### src/rtl/gate_bist_seq.sv
`default_nettype none
// ============================================================================
// Module      : gate_bist_seq
// Description : Built-in self-test sequencer for a block of seven 2-input
//               logic gates (and, or, not(a), nand, nor, xor, xnor).
//               It walks a/b through 00,01,10,11. After each vector it waits
//               SETTLE_CYC idle cycles, then compares the returned gate
//               results against expected values. It reports a sticky
//               per-gate fail mask, a failing-vector count and a pass flag.
// Revision    : 1.0 - initial release
// ----------------------------------------------------------------------------
// Parameters
//   SETTLE_CYC   idle cycles between driving a/b and sampling (0..15)
// Ports
//   clk          sole clock, rising edge
//   rst_n        asynchronous active-low reset
//   start        request one self-test run (acted on only in IDLE)
//   a, b         operands to the gate block under test (registered)
//   and_g..xnor_g gate results returned from the block under test
//   busy         run in progress
//   done         one-cycle pulse at the end of a run
//   pass         last run had no mismatch
//   err_cnt      number of failing vectors in the last run (0..4)
//   fail_vec     sticky per-gate mismatch flags
//                [0]=and [1]=or [2]=not [3]=nand [4]=nor [5]=xor [6]=xnor
// Build option
//   GATE_BIST_STOP_ON_FAIL_EN  when defined, the first failing vector
//                              ends the run immediately
// ============================================================================
module gate_bist_seq #(
    parameter int SETTLE_CYC = 2
) (
    input  logic       clk,
    input  logic       rst_n,
    input  logic       start,
    output logic       a,
    output logic       b,
    input  logic       and_g,
    input  logic       or_g,
    input  logic       not_g,
    input  logic       nand_g,
    input  logic       nor_g,
    input  logic       xor_g,
    input  logic       xnor_g,
    output logic       busy,
    output logic       done,
    output logic       pass,
    output logic [2:0] err_cnt,
    output logic [6:0] fail_vec
);

    typedef enum logic [2:0] {
        ST_IDLE   = 3'd0,
        ST_DRIVE  = 3'd1,
        ST_SETTLE = 3'd2,
        ST_CHECK  = 3'd3,
        ST_DONE   = 3'd4
    } state_e;

    // Last value of the settle counter before moving to CHECK. When
    // SETTLE_CYC is 0 the SETTLE state is never entered, so the wrapped
    // value is never used.
    localparam logic [3:0] c_settle_last = 4'(SETTLE_CYC - 1);

`ifdef GATE_BIST_STOP_ON_FAIL_EN
    localparam bit c_stop_on_fail = 1'b1;
`else
    localparam bit c_stop_on_fail = 1'b0;
`endif

    state_e     state_q, state_d;
    logic [1:0] idx_q, idx_d;
    logic [3:0] cnt_q, cnt_d;
    logic       a_q, a_d;
    logic       b_q, b_d;
    logic [2:0] err_q, err_d;
    logic [6:0] fv_q, fv_d;
    logic       pass_q, pass_d;
    logic       start_q;

    logic [6:0] w_exp;
    logic [6:0] w_got;
    logic [6:0] w_mis;
    logic       w_any;

    // Expected gate results come from the registered operands, so they are
    // stable for the whole DRIVE/SETTLE/CHECK window of a vector.
    assign w_exp = {~(a_q ^ b_q), (a_q ^ b_q), ~(a_q | b_q), ~(a_q & b_q),
                    ~a_q, (a_q | b_q), (a_q & b_q)};
    assign w_got = {xnor_g, xor_g, nor_g, nand_g, not_g, or_g, and_g};
    assign w_mis = w_exp ^ w_got;
    assign w_any = |w_mis;

    // ------------------------------------------------------------------
    // State and datapath registers
    // ------------------------------------------------------------------
    always_ff @(posedge clk or negedge rst_n) begin
        if (!rst_n) begin
            state_q <= ST_IDLE;
            idx_q   <= 2'd0;
            cnt_q   <= 4'd0;
            a_q     <= 1'b0;
            b_q     <= 1'b0;
            err_q   <= 3'd0;
            fv_q    <= 7'd0;
            pass_q  <= 1'b0;
            start_q <= 1'b0;
        end else begin
            state_q <= state_d;
            idx_q   <= idx_d;
            cnt_q   <= cnt_d;
            a_q     <= a_d;
            b_q     <= b_d;
            err_q   <= err_d;
            fv_q    <= fv_d;
            pass_q  <= pass_d;
            start_q <= start;
        end
    end

    // ------------------------------------------------------------------
    // Next-state and datapath update
    // ------------------------------------------------------------------
    always_comb begin
        state_d = state_q;
        idx_d   = idx_q;
        cnt_d   = cnt_q;
        a_d     = a_q;
        b_d     = b_q;
        err_d   = err_q;
        fv_d    = fv_q;
        pass_d  = pass_q;

        unique case (state_q)
            ST_IDLE: begin
                // start is taken through one register stage, so a request
                // sampled at edge N leaves IDLE at edge N+1.
                if (start_q) begin
                    state_d = ST_DRIVE;
                    idx_d   = 2'd0;
                    a_d     = 1'b0;
                    b_d     = 1'b0;
                    err_d   = 3'd0;
                    fv_d    = 7'd0;
                    pass_d  = 1'b0;
                end
            end

            ST_DRIVE: begin
                cnt_d = 4'd0;
                if (SETTLE_CYC == 0) begin
                    state_d = ST_CHECK;
                end else begin
                    state_d = ST_SETTLE;
                end
            end

            ST_SETTLE: begin
                if (cnt_q == c_settle_last) begin
                    state_d = ST_CHECK;
                end else begin
                    cnt_d = cnt_q + 4'd1;
                end
            end

            ST_CHECK: begin
                fv_d = fv_q | w_mis;
                // At most four vectors can fail; the guard keeps the count
                // from ever wrapping.
                if (w_any && (err_q != 3'd4)) begin
                    err_d = err_q + 3'd1;
                end
                if ((idx_q == 2'd3) || (c_stop_on_fail && w_any)) begin
                    state_d = ST_DONE;
                end else begin
                    state_d = ST_DRIVE;
                    idx_d   = idx_q + 2'd1;
                    a_d     = idx_d[1];
                    b_d     = idx_d[0];
                end
            end

            ST_DONE: begin
                pass_d  = (fv_q == 7'd0);
                state_d = ST_IDLE;
            end

            default: begin
                state_d = ST_IDLE;
            end
        endcase
    end

    assign a        = a_q;
    assign b        = b_q;
    assign busy     = (state_q != ST_IDLE);
    assign done     = (state_q == ST_DONE);
    assign pass     = pass_q;
    assign err_cnt  = err_q;
    assign fail_vec = fv_q;

endmodule
`default_nettype wire

### config.mk
export PLATFORM = sky130hd
export DESIGN_NAME = gate_bist_seq
export DESIGN_NICKNAME = d
export VERILOG_FILES = /design/src/rtl/gate_bist_seq.sv
export SDC_FILE = /design/constraint.sdc
export NUM_CORES = 1
export LEC_CHECK = 0
export BUFFER_PORTS_ARGS = -buffer_cell sky130_fd_sc_hd__buf_2
export CORE_MARGIN = 2
export CORE_UTILIZATION = 56
export CTS_BUF_LIST = sky130_fd_sc_hd__clkbuf_4
export CTS_CLUSTER_DIAMETER = 40
export CTS_CLUSTER_SIZE = 28
export DETAILED_ROUTE_END_ITERATION = 10
export PLACE_DENSITY = 0.81
export SETUP_SLACK_MARGIN = 0.02
export SYNTH_ARGS = -nofsm -noshare
export SYNTH_HDL_FRONTEND = slang
export SYNTH_SLANG_ARGS = --single-unit
### constraint.sdc
create_clock -name clk -period 2.28 [get_ports clk]
set_input_delay 0.342 -clock clk [delete_from_list [all_inputs] [get_ports clk]]
set_output_delay 0.342 -clock clk [all_outputs]
set_load 0.03 [all_outputs]
==> tab_implementation.tex, run 1 <==
\begin{tabular}{lr}
\hline
Metric & Value \\
\hline
\multicolumn{2}{l}{\textbf{Detailed routing}} \\
\quad WL final & 2340 um \\
\quad Post-detailed-route via-to-cell ratio & 5.51 \\
\quad Number of vias after detailed routing & 936 \\
\quad Number of antenna-violating nets in the routed design & 0 \\
\quad WL/cell & 13.8 um \\
\quad DRC violation count after routing & 0 \\
\quad Number of violations reported at the end of detailed-routing iteration 0 & 20 \\
\quad Number of iterations in the first detailed-routing pass & 4 \\
\multicolumn{2}{l}{\textbf{Worst hold path}} \\
\quad Hold crit path type & input pin to register \\
\multicolumn{2}{l}{\textbf{Pwr}} \\
\quad Total Power Consumption & 1930 uW \\
\quad Cell leakage power & 0.000642 uW \\
\quad Proportion of power drawn by the clock network & 9.6\% \\
\quad Combinational cell fraction of total power & 53.6\% \\
\quad Switching share of total power & 49.4\% \\
\quad Internal Pwr Total & 975 uW \\
\quad Pwr dens & 1430 mW/mm\^{}2 \\
\quad Power spent charging and discharging nets & 953 uW \\
\quad Proportion of power drawn by flip-flops and latches & 36.8\% \\
\quad Worst voltage drop across the vdd grid & 1.20 mV \\
\multicolumn{2}{l}{\textbf{Place}} \\
\quad RePlAce Congestion & 0.879 \\
\quad Post-detailed-placement half-perimeter wirelength & 1730 um \\
\quad Area post-placement & 0.00131 sq mm \\
\quad Number of buffers added on ports & 24 \\
\multicolumn{2}{l}{\textbf{Timing}} \\
\quad Slew Limit Headroom & 65.6\% \\
\quad Tcrit/Tclk final & 89.3\% \\
\quad Transition time at the pin with the least slew margin & 0.513 ns \\
\quad Setup\_tns & 0 ns \\
\quad Final worst path period need & 2.04 ns \\
\quad Maximum clock skew at final layout & 0.00126 ns \\
\quad Final setup fails & 0 \\
\quad Timing-limited maximum frequency & 491 MHz \\
\quad Hold Vio Cnt, Final & 0 \\
\quad Setup repair after global routing missed its margin & false \\
\quad Slew Limit Fails & 0 \\
\quad Hold slack final & 0.128 ns \\
\multicolumn{2}{l}{\textbf{Clocking}} \\
\quad Clock-pin slew on the worst setup and hold paths & 0.12 ns \\
\quad Number of buffers inserted by post-CTS setup repair & 0 \\
\quad Clock buffers created by TritonCTS & 3 \\
\quad CTS-repair resized insts & 0 \\
\quad Number of clock sinks & 21 \\
\quad Clk Latency, worst-skew pair & 0.31 ns \\
\quad TritonCTS clock tree & built \\
\quad H-tree depth & 1 \\
\quad Cell at the root of the clock tree & sky130\_fd\_sc\_hd\_\_clkbuf\_4 \\
\quad CTS Buffer Depth & 2 \\
\quad Hold buffer count at cts & 1 \\
\multicolumn{2}{l}{\textbf{Die}} \\
\quad Floorplan die height & 50.2 um \\
\quad Floorplan Core Area & 0.00198 sq mm \\
\quad Number of top-level design ports & 25 \\
\quad Num rows & 16 \\
\quad Starting density of the core & 60.4\% \\
\quad Horizontal die dimension & 50.2 um \\
\quad Die Area & 0.00252 sq mm \\
\multicolumn{2}{l}{\textbf{Layout}} \\
\quad Leading cell types in the layout, fill and taps excluded & 24 x sky130\_fd\_sc\_hd\_\_buf\_2, 21 x sky130\_fd\_sc\_hd\_\_dfrtp\_1, 12 x sky130\_fd\_sc\_hd\_\_nor2\_1 \\
\quad ANT cells & 0 \\
\quad Area of the multi-input gates & 607 sq um \\
\quad Nets & 160 \\
\quad Storage element area & 526 sq um \\
\quad Core Util, Final & 67.9\% \\
\quad Count of filler cells inserted in the layout & 153 \\
\quad Post-route design area & 0.00135 sq mm \\
\quad Area Overhead vs Synth & 12.4\% \\
\quad Most frequent standard cell in the layout excluding fill and tap cells & sky130\_fd\_sc\_hd\_\_buf\_2 \\
\quad Share of post-route cells with drive strength above 1 & 25.2\% \\
\multicolumn{2}{l}{\textbf{Yosys}} \\
\quad Syn\_nets & 135 \\
\quad Syn avg cell area & 10.1 sq um \\
\quad Cell count after synthesis & 119 \\
\quad Distinct cell type count of the synthesized netlist & 38 \\
\quad Synth async-reset ratio & 100\% \\
\quad Register bit count reported by yosys & 21 \\
\quad Share of the yosys chip area belonging to registers & 43.9\% \\
\quad Dominant register cell in the synthesized netlist & sky130\_fd\_sc\_hd\_\_dfrtp\_1 \\
\quad Number of warning messages in the yosys log & 0 \\
\quad Netlist area before placement & 0.00120 sq mm \\
\quad Number of flops mapped to enable cells by yosys & 0 \\
\multicolumn{2}{l}{\textbf{Job}} \\
\quad \# Max-Cap Violations & 0 \\
\multicolumn{2}{l}{\textbf{Worst setup path}} \\
\quad Startpoint-to-endpoint class of the critical path & register to register \\
\quad Critical Path Sink Type & register \\
\quad Required time of the worst setup path & 2.54 ns \\
\quad Worst setup SP type & register \\
\quad Critical path peak fanout & 6 \\
\quad Worst EP arrival & 2.30 ns \\
\multicolumn{2}{l}{\textbf{Outcome}} \\
\quad Result of the run & finished clean \\
\multicolumn{2}{l}{\textbf{Global routing}} \\
\quad Maximum number of pins on one net before global-route repair & 22 \\
\quad Initial antenna violation count & 0 \\
\quad Tot GR Track Use & 19.7\% \\
\quad Gr ovfl total & 0 \\
\quad Number of global-route vias before repair & 862 \\
\quad Global-route wire length before repair & 3750 um \\
\hline
\end{tabular}
-- critical path, cell delays in order, from the launching register on --
cell and delay, ns:
sky130_fd_sc_hd__dfrtp_1 0.47, sky130_fd_sc_hd__inv_1 0.07, sky130_fd_sc_hd__ha_1 0.38, sky130_fd_sc_hd__or3b_2 0.51, sky130_fd_sc_hd__a211oi_1 0.25, sky130_fd_sc_hd__a211o_1 0.18, sky130_fd_sc_hd__mux2_4 0.14
-- per-layer routing --
layer	vias to the layer above	wire, um	track usage, %	share of wire [%]
li1	459	-	-	-
met1	445	1100	27.1	47
met2	28	1100	30.3	47
met3	4	110	3.57	4.7
met4	0	27	8.80	1.2
met5	-	0	0	0
-- area by class of cell --
| class | instances | share of cell area, % |
|---|---|---|
| well taps | 27 | 2.51 |
| clock buffers | 3 | 1.67 |
| clock inverters | 1 | 0.372 |
| inverters | 6 | 1.67 |
| multi-input cells | 87 | 45.1 |
| flip-flops and latches | 21 | 39.0 |
| repair buffers | 25 | 9.67 |
-- kinds of logic after synthesis --
logic type / count (synthesis) / synth area share, %
mux: 3 / 3.03
flops: 21 / 43.9
simple gates: 43 / 20.9
fa+ha+maj: 6 / 6.27
compound gates: 24 / 12.4
xor+xnor: 11 / 8.05
buf+inv: 11 / 5.43
-- synth_stat cells (3+ instances only) --
cell type                   n  area (sq um)
sky130_fd_sc_hd__a21oi_1    9          45.0
sky130_fd_sc_hd__buf_6      3          33.8
sky130_fd_sc_hd__dfrtp_1   21           526
sky130_fd_sc_hd__ha_1       6          75.1
sky130_fd_sc_hd__inv_1      6          22.5
sky130_fd_sc_hd__nand2_1    8          30.0
sky130_fd_sc_hd__nand3_1    3          15.0
sky130_fd_sc_hd__nand3b_1   4          30.0
sky130_fd_sc_hd__nor2_1    12          45.0
sky130_fd_sc_hd__o21ai_0    6          30.0
sky130_fd_sc_hd__xnor2_1    5          43.8
sky130_fd_sc_hd__xor2_1     6          52.6
-- worst paths after layout --
kind	startpoint	end	slack [ns]	cells after the start
min	start	start_q$_DFF_PN0_	0.13	1
max reg2reg	a$_DFFE_PN0P_	err_cnt[0]$_DFFE_PN0P_	0.24	6
min in group asynchronous	rst_n	fail_vec[3]$_DFFE_PN0P_	0.49	2
max	a$_DFFE_PN0P_	err_cnt[0]$_DFFE_PN0P_	0.24	6
max in group asynchronous	rst_n	fail_vec[6]$_DFFE_PN0P_	1.48	2
min reg2reg	pass$_DFFE_PN0P_	pass$_DFFE_PN0P_	0.54	2
-- power by group through the flow --
stage | registers [uW] | logic, uW | clock network (uW)
global route | 730 | 1130 | 203
finish | 710 | 1030 | 185
detailed placement | 713 | 1030 | 0
floorplan | 850 | 655 | 0
global placement | 699 | 1010 | 0
CTS | 708 | 1030 | 190
-- stage by stage --
step	std cells	setup slack, ns
floorplan	119	0.193
global placement	165	0.340
detailed placement	165	0.267
CTS	170	0.255
global route	170	0.180
finish	170	0.243
-- flip-flops by register name, indices dropped and copies added, names as in the netlist --
register and flops:
pass 1, err_cnt 3, cnt_q 4, start_q 1, a 1, b 1
fail_vec 7, state_q 3
No activity file was read; power rests on OpenSTA's default activity.
==> run 2, diff against run 1 <==
--- a/config.mk
+++ b/config.mk
@@ -12,7 +12,7 @@
 export CTS_CLUSTER_DIAMETER = 40
 export CTS_CLUSTER_SIZE = 28
 export DETAILED_ROUTE_END_ITERATION = 10
-export PLACE_DENSITY = 0.81
+export PLACE_DENSITY_LB_ADDON = 0.08
 export SETUP_SLACK_MARGIN = 0.02
 export SYNTH_ARGS = -nofsm -noshare
 export SYNTH_HDL_FRONTEND = slang
==> tab_implementation.tex, run 2 (synthesis results as in run 1) <==
\begin{tabular}{lr}
\hline
Metric & Value \\
\hline
\multicolumn{2}{l}{\textbf{Outcome}} \\
\quad Result of the run & finished clean (unchanged) \\
\multicolumn{2}{l}{\textbf{Detailed routing}} \\
\quad Number of antenna-violating nets in the routed design & 0 (unchanged) \\
\quad Number of iterations in the first detailed-routing pass & 4 (unchanged) \\
\quad WL final & 2360 um (was 2340 um) \\
\quad Number of violations reported at the end of detailed-routing iteration 0 & 18 (was 20) \\
\quad Number of vias after detailed routing & 930 (was 936) \\
\quad Post-detailed-route via-to-cell ratio & 5.47 (was 5.51) \\
\quad DRC violation count after routing & 0 (unchanged) \\
\quad WL/cell & 13.9 um (was 13.8 um) \\
\multicolumn{2}{l}{\textbf{Clocking}} \\
\quad Clock buffers created by TritonCTS & 3 (unchanged) \\
\quad Clk Latency, worst-skew pair & 0.31 ns (about the same) \\
\quad TritonCTS clock tree & built (unchanged) \\
\quad CTS-repair resized insts & 0 (unchanged) \\
\quad H-tree depth & 1 (unchanged) \\
\quad Number of clock sinks & 21 (unchanged) \\
\quad Clock-pin slew on the worst setup and hold paths & 0.12 ns (about the same) \\
\quad CTS Buffer Depth & 2 (unchanged) \\
\quad Cell at the root of the clock tree & sky130\_fd\_sc\_hd\_\_clkbuf\_4 (unchanged) \\
\multicolumn{2}{l}{\textbf{Timing}} \\
\quad Tcrit/Tclk final & 92.2\% (was 89.3\%) \\
\quad Transition time at the pin with the least slew margin & 0.518 ns (was 0.513 ns) \\
\quad Slew Limit Fails & 0 (unchanged) \\
\quad Slew Limit Headroom & 65.3\% (was 65.6\%) \\
\quad Final setup fails & 0 (unchanged) \\
\quad Final worst path period need & 2.10 ns (was 2.04 ns) \\
\quad Maximum clock skew at final layout & 0.00396 ns (was 0.00126 ns) \\
\quad Hold Vio Cnt, Final & 0 (unchanged) \\
\quad Timing-limited maximum frequency & 475 MHz (was 491 MHz) \\
\quad Setup repair after global routing missed its margin & false (unchanged) \\
\quad Setup\_tns & 0 ns (unchanged) \\
\multicolumn{2}{l}{\textbf{Pwr}} \\
\quad Pwr dens & 1430 mW/mm\^{}2 (about the same) \\
\quad Worst voltage drop across the vdd grid & 0.986 mV (was 1.20 mV) \\
\quad Cell leakage power & 0.000643 uW (was 0.000642 uW) \\
\multicolumn{2}{l}{\textbf{Layout}} \\
\quad Area of the multi-input gates & 607 sq um (unchanged) \\
\quad Count of filler cells inserted in the layout & 156 (was 153) \\
\quad Nets & 160 (unchanged) \\
\quad Core Util, Final & 68.1\% (was 67.9\%) \\
\quad Most frequent standard cell in the layout excluding fill and tap cells & sky130\_fd\_sc\_hd\_\_buf\_2 (unchanged) \\
\quad Area Overhead vs Synth & 12.6\% (was 12.4\%) \\
\quad Number of flip-flops in the largest register & 7 (unchanged) \\
\quad Storage element area & 526 sq um (unchanged) \\
\quad Leading cell types in the layout, fill and taps excluded & 24 x sky130\_fd\_sc\_hd\_\_buf\_2, 21 x sky130\_fd\_sc\_hd\_\_dfrtp\_1, 12 x sky130\_fd\_sc\_hd\_\_nor2\_1 (unchanged) \\
\quad Share of post-route cells with drive strength above 1 & 25.2\% (unchanged) \\
\quad ANT cells & 0 (unchanged) \\
\multicolumn{2}{l}{\textbf{Global routing}} \\
\quad Global-route wire length before repair & 4020 um (was 3750 um) \\
\quad Gr ovfl total & 0 (unchanged) \\
\quad Maximum number of pins on one net before global-route repair & 22 (unchanged) \\
\quad Tot GR Track Use & 21.1\% (was 19.7\%) \\
\quad Number of global-route vias before repair & 872 (was 862) \\
\quad Initial antenna violation count & 0 (unchanged) \\
\multicolumn{2}{l}{\textbf{Worst hold path}} \\
\quad Hold crit path type & input pin to register (unchanged) \\
\multicolumn{2}{l}{\textbf{Worst setup path}} \\
\quad Critical path peak fanout & 6 (unchanged) \\
\quad Worst setup SP type & register (unchanged) \\
\quad Required time of the worst setup path & 2.54 ns (about the same) \\
\quad Startpoint-to-endpoint class of the critical path & register to register (unchanged) \\
\quad Worst EP arrival & 2.36 ns (was 2.30 ns) \\
\quad Critical Path Sink Type & register (unchanged) \\
\multicolumn{2}{l}{\textbf{Die}} \\
\quad Num rows & 16 (unchanged) \\
\quad Horizontal die dimension & 50.2 um (unchanged) \\
\quad Starting density of the core & 60.4\% (unchanged) \\
\quad Floorplan die height & 50.2 um (unchanged) \\
\quad Die Area & 0.00252 sq mm (unchanged) \\
\quad Floorplan Core Area & 0.00198 sq mm (unchanged) \\
\quad Number of top-level design ports & 25 (unchanged) \\
\multicolumn{2}{l}{\textbf{Place}} \\
\quad Number of buffers added on ports & 24 (unchanged) \\
\quad Post-detailed-placement half-perimeter wirelength & 1760 um (was 1730 um) \\
\quad RePlAce Congestion & 0.806 (was 0.879) \\
\multicolumn{2}{l}{\textbf{Job}} \\
\quad \# Max-Cap Violations & 0 (unchanged) \\
\hline
\end{tabular}
-- run 2: metal layers --
layer  vias up  GRT usage [%]  part of all wire (%)
li1        460              -                     -
met1       435           29.8                    48
met2        29           30.9                    45
met3         6           7.44                   6.2
met4         0           4.63                   1.5
met5         -              0                     0
-- run 2: final cells by class --
type | instances | area share, %
sequential | 21 | 39.0
inverter | 6 | 1.67
clock buffer | 4 | 2.23
multi-input combinational | 87 | 45.0
tap | 27 | 2.50
timing repair buffer | 25 | 9.65
-- run 2: timing repair --
action / in CTS / in global routing
hold buffers: 1 / 0
endpoints found under the hold margin: 21 / 0
setup buffers: 0 / 0
-- run 2: through the flow --
stage / power [uW] / cells / setup slack (ns) / cell area (sq um) / hold slack, ns
6_report: 1930 / 170 / 0.177 / 1350 / 0.140
5_1_grt: 2090 / 170 / 0.0504 / 1350 / 0.124
4_1_cts: 1950 / 170 / 0.192 / 1350 / 0.132
3_5_place_dp: 1750 / 165 / 0.250 / 1310 / 0.322
3_3_place_gp: 1710 / 165 / 0.347 / 1310 / 0.313
2_1_floorplan: 1510 / 119 / 0.193 / 1200 / 0.0464
-- run 2: path summary, 6_finish.rpt --
check                                         from                       to  slack (ns)  depth (start not counted)
setup / recovery                     a$_DFFE_PN0P_   err_cnt[0]$_DFFE_PN0P_        0.18                          6
hold / removal                               start        start_q$_DFF_PN0_        0.14                          1
setup reg to reg                     a$_DFFE_PN0P_   err_cnt[0]$_DFFE_PN0P_        0.18                          6
hold reg to reg            fail_vec[3]$_DFFE_PN0P_  fail_vec[3]$_DFFE_PN0P_        0.54                          2
max in group asynchronous                    rst_n        start_q$_DFF_PN0_        1.46                          2
min in group asynchronous                    rst_n  fail_vec[1]$_DFFE_PN0P_        0.50                          2
-- run 2: worst max-delay path, cell delays in order, from the launching register on --
cell                       delay [ns]
sky130_fd_sc_hd__dfrtp_1         0.49
sky130_fd_sc_hd__inv_1           0.07
sky130_fd_sc_hd__ha_1            0.38
sky130_fd_sc_hd__or3b_2          0.51
sky130_fd_sc_hd__a211oi_1        0.28
sky130_fd_sc_hd__a211o_1         0.19
sky130_fd_sc_hd__mux2_4          0.14
-- run 2: report_power, final --
part / internal, uW / leakage (uW) / total (uW) / switching (uW)
combinational: 391 / 0.000360 / 1040 / 645
sequential: 520 / 0.000264 / 704 / 184
clock: 80.2 / 0.0000184 / 196 / 115
==> run 3, diff against run 2 <==
--- a/config.mk
+++ b/config.mk
@@ -6,9 +6,8 @@
 export NUM_CORES = 1
 export LEC_CHECK = 0
 export BUFFER_PORTS_ARGS = -buffer_cell sky130_fd_sc_hd__buf_2
-export CORE_MARGIN = 2
-export CORE_UTILIZATION = 56
-export CTS_BUF_LIST = sky130_fd_sc_hd__clkbuf_4
+export CORE_UTILIZATION = 50
+export CTS_BUF_LIST = sky130_fd_sc_hd__clkbuf_2
 export CTS_CLUSTER_DIAMETER = 40
 export CTS_CLUSTER_SIZE = 28
 export DETAILED_ROUTE_END_ITERATION = 10
==> constraint.sdc (replaced) <==
create_clock -name clk -period 1.69 [get_ports clk]
set_input_delay 0.2535 -clock clk [delete_from_list [all_inputs] [get_ports clk]]
set_output_delay 0.2535 -clock clk [all_outputs]
set_load 0.03 [all_outputs]
==> tab_implementation.tex, run 3 (synthesis results as in run 1) <==
\begin{tabular}{lr}
\hline
Metric & Value \\
\hline
\multicolumn{2}{l}{\textbf{Clocking}} \\
\quad Cell at the root of the clock tree & sky130\_fd\_sc\_hd\_\_clkbuf\_2 (was sky130\_fd\_sc\_hd\_\_clkbuf\_4) \\
\quad Clock-pin slew on the worst setup and hold paths & 0.21 ns (was 0.12 ns) \\
\quad Number of clock sinks & 21 (unchanged) \\
\quad CTS Buffer Depth & 2 (unchanged) \\
\quad Clock buffers created by TritonCTS & 3 (unchanged) \\
\quad TritonCTS clock tree & built (unchanged) \\
\quad Clk Latency, worst-skew pair & 0.32 ns (was 0.31 ns) \\
\quad H-tree depth & 1 (unchanged) \\
\multicolumn{2}{l}{\textbf{Worst setup path}} \\
\quad Required time of the worst setup path & 1.93 ns (was 2.54 ns) \\
\quad Worst setup SP type & register (unchanged) \\
\quad Top Family by Delay on Critical Path & flip-flops (was simple AND/OR/NAND/NOR gates) \\
\quad Worst path cell trace & ha\_4, or3b\_1, a22oi\_2, a31oi\_2, mux2\_4 (was inv\_1, ha\_1, or3b\_2, a211oi\_1, a211o\_1, mux2\_4) \\
\quad Critical path peak fanout & 4 (was 6) \\
\quad Cell at the slowest stage of the critical path & sky130\_fd\_sc\_hd\_\_dfrtp\_2 (was sky130\_fd\_sc\_hd\_\_or3b\_2) \\
\quad Worst EP arrival & 1.99 ns (was 2.36 ns) \\
\quad Critical Path Sink Type & register (unchanged) \\
\quad Slowest cell delay on critical path & 0.50 ns (was 0.51 ns) \\
\quad Crit path buffers/inverters & 0 (was 1) \\
\quad Startpoint-to-endpoint class of the critical path & register to register (unchanged) \\
\multicolumn{2}{l}{\textbf{Global routing}} \\
\quad Initial antenna violation count & 0 (unchanged) \\
\quad Gr ovfl total & 0 (unchanged) \\
\quad Number of global-route vias before repair & 984 (was 872) \\
\quad Met2 GRT Util & 38.8\% (was 30.9\%) \\
\quad Tot GR Track Use & 24.0\% (was 21.1\%) \\
\quad M1 GR Usage & 32.6\% (was 29.8\%) \\
\quad Global-route wire length before repair & 4540 um (was 4020 um) \\
\quad Most congested layer reported by global routing & met2 (unchanged) \\
\quad Global-route track usage on met3 & 3.87\% (was 7.44\%) \\
\quad Maximum number of pins on one net before global-route repair & 22 (unchanged) \\
\multicolumn{2}{l}{\textbf{Detailed routing}} \\
\quad Number of antenna-violating nets in the routed design & 0 (unchanged) \\
\quad Number of iterations in the first detailed-routing pass & 5 (was 4) \\
\quad Number of violations reported at the end of detailed-routing iteration 0 & 17 (was 18) \\
\quad WL/cell & 14.0 um (was 13.9 um) \\
\quad Number of vias after detailed routing & 1021 (was 930) \\
\quad WL final & 2700 um (was 2360 um) \\
\quad DRC violation count after routing & 0 (unchanged) \\
\quad Post-detailed-route via-to-cell ratio & 5.29 (was 5.47) \\
\multicolumn{2}{l}{\textbf{Layout}} \\
\quad Area of the multi-input gates & 681 sq um (was 607 sq um) \\
\quad Share of post-route cells with drive strength above 1 & 43.6\% (was 25.2\%) \\
\quad Count of filler cells inserted in the layout & 179 (was 156) \\
\quad Count of non-filler cells in the finished layout & 193 (was 170) \\
\quad Area Overhead vs Synth & 35.4\% (was 12.6\%) \\
\quad Leading cell types in the layout, fill and taps excluded & 22 x sky130\_fd\_sc\_hd\_\_buf\_2, 17 x sky130\_fd\_sc\_hd\_\_dfrtp\_1, 15 x sky130\_fd\_sc\_hd\_\_buf\_4 (was 24 x sky130\_fd\_sc\_hd\_\_buf\_2, 21 x sky130\_fd\_sc\_hd\_\_dfrtp\_1, 12 x sky130\_fd\_sc\_hd\_\_nor2\_1) \\
\quad Nets & 182 (was 160) \\
\quad ANT cells & 0 (unchanged) \\
\quad Storage element area & 531 sq um (was 526 sq um) \\
\quad Number of flip-flops in the largest register & 7 (unchanged) \\
\quad Most frequent standard cell in the layout excluding fill and tap cells & sky130\_fd\_sc\_hd\_\_buf\_2 (unchanged) \\
\quad Core Util, Final & 72.6\% (was 68.1\%) \\
\multicolumn{2}{l}{\textbf{Outcome}} \\
\quad Result of the run & finished, violations left (was finished clean) \\
\quad Violations in the final reports & setup timing \\
\multicolumn{2}{l}{\textbf{Job}} \\
\quad \# Max-Cap Violations & 0 (unchanged) \\
\multicolumn{2}{l}{\textbf{Timing}} \\
\quad Transition time at the pin with the least slew margin & 0.477 ns (was 0.518 ns) \\
\quad Final setup fails & 3 (was 0) \\
\quad Maximum clock skew at final layout & 0.0110 ns (was 0.00396 ns) \\
\quad Timing-limited maximum frequency & 574 MHz (was 475 MHz) \\
\quad Tcrit/Tclk final & 103\% (was 92.2\%) \\
\quad Final worst path period need & 1.74 ns (was 2.10 ns) \\
\quad Setup ws final & -0.0523 ns (was 0.177 ns) \\
\quad Hold Vio Cnt, Final & 0 (unchanged) \\
\quad Slew Limit Fails & 0 (unchanged) \\
\quad Slew Limit Headroom & 68.2\% (was 65.3\%) \\
\quad Setup repair after global routing missed its margin & true (was false) \\
\multicolumn{2}{l}{\textbf{Die}} \\
\quad Number of top-level design ports & 25 (unchanged) \\
\quad Die Area & 0.00259 sq mm (was 0.00252 sq mm) \\
\quad Floorplan Core Area & 0.00223 sq mm (was 0.00198 sq mm) \\
\quad Horizontal die dimension & 50.9 um (was 50.2 um) \\
\quad Floorplan die height & 50.9 um (was 50.2 um) \\
\quad Starting density of the core & 53.6\% (was 60.4\%) \\
\quad Num rows & 17 (was 16) \\
\multicolumn{2}{l}{\textbf{Worst hold path}} \\
\quad Hold crit path type & input pin to register (unchanged) \\
\multicolumn{2}{l}{\textbf{Pwr}} \\
\quad Power spent charging and discharging nets & 1440 uW (was 944 uW) \\
\quad Pwr dens & 1920 mW/mm\^{}2 (was 1430 mW/mm\^{}2) \\
\quad Internal Pwr Total & 1680 uW (was 991 uW) \\
\quad Proportion of power drawn by flip-flops and latches & 28.7\% (was 36.4\%) \\
\quad Cell leakage power & 0.000770 uW (was 0.000643 uW) \\
\quad Proportion of power drawn by the clock network & 6.7\% (was 10.1\%) \\
\quad Combinational cell fraction of total power & 64.6\% (was 53.5\%) \\
\quad Worst voltage drop across the vdd grid & 1.39 mV (was 0.986 mV) \\
\quad Switching share of total power & 46.0\% (was 48.8\%) \\
\multicolumn{2}{l}{\textbf{Place}} \\
\quad Post-detailed-placement half-perimeter wirelength & 1970 um (was 1760 um) \\
\quad Number of buffers added on ports & 24 (unchanged) \\
\quad RePlAce Congestion & 0.773 (was 0.806) \\
\quad Dpl cells & 180 (was 165) \\
\hline
\end{tabular}
-- run 3: cell count changes in the layout (fill, tap and decap cells not counted), sizes merged --
cell,before,now
clkbuf,4,3
buf,24,45
dlygate4sd3,1,2
clkinv,0,1
-- run 3: worst paths after layout --
kind                             startpoint                       to  slack, ns  cells after the start
max                           a$_DFFE_PN0P_   err_cnt[0]$_DFFE_PN0P_      -0.05                      5
min                                  xnor_g  fail_vec[6]$_DFFE_PN0P_       0.29                      4
max reg2reg                   a$_DFFE_PN0P_   err_cnt[0]$_DFFE_PN0P_      -0.05                      5
min reg2reg                pass$_DFFE_PN0P_         pass$_DFFE_PN0P_       0.55                      2
max in group asynchronous             rst_n   state_q[1]$_DFFE_PN0P_       0.95                      2
min in group asynchronous             rst_n   err_cnt[0]$_DFFE_PN0P_       0.38                      2
-- run 3: cell type report --
| cell class | count | area share, % |
|---|---|---|
| clock buffer | 3 | 0.926 |
| clock inverter | 1 | 0.309 |
| inverter | 6 | 1.39 |
| multi-input combinational | 87 | 42.0 |
| sequential | 21 | 32.7 |
| tap | 28 | 2.16 |
| timing repair buffer | 47 | 20.5 |
-- run 3: power groups by stage --
stage               sequential [uW]  combinational, uW  clock [uW]
floorplan                      1170                956           0
global placement                914               1700           0
global route                    931               2210         238
finish                          896               2010         209
CTS                             891               1900         215
detailed placement              931               1730           0
-- run 3: what timing repair did --
item,CTS,global route
gates resized for setup,9,13
pin swaps,9,0
endpoints found under the setup margin,5,7
cloned,0,0
hold buffers,1,1
setup buffers,6,1
hold endpoints to repair,21,1
-- run 3: stage by stage --
stage | TNS, ns | worst slack (ns) | area (sq um) | hold slack (ns) | total power [uW]
floorplan | -0.297 | -0.162 | 1240 | -0.0421 | 2120
global placement | 0 | 0.00493 | 1460 | 0.234 | 2610
detailed placement | -0.0638 | -0.0455 | 1460 | 0.241 | 2660
CTS | -0.134 | -0.0591 | 1560 | 0.0166 | 3010
global route | -0.395 | -0.126 | 1620 | 0.276 | 3380
finish | -0.126 | -0.0523 | 1620 | 0.291 | 3120
-- run 3: routing by layer --
layer,part of all wire (%),wire length (um)
met2,48,1290
met1,48,1300
met5,0,0
met3,3.0,81
met4,1.1,31
-- run 3: worst register-to-register path, delay by kind of cell (launching register included) --
kind            cells  cell delay, ns
compound gates      2            0.35
fa+ha+maj           1            0.18
flops               1            0.50
mux                 1            0.28
simple gates        1            0.36
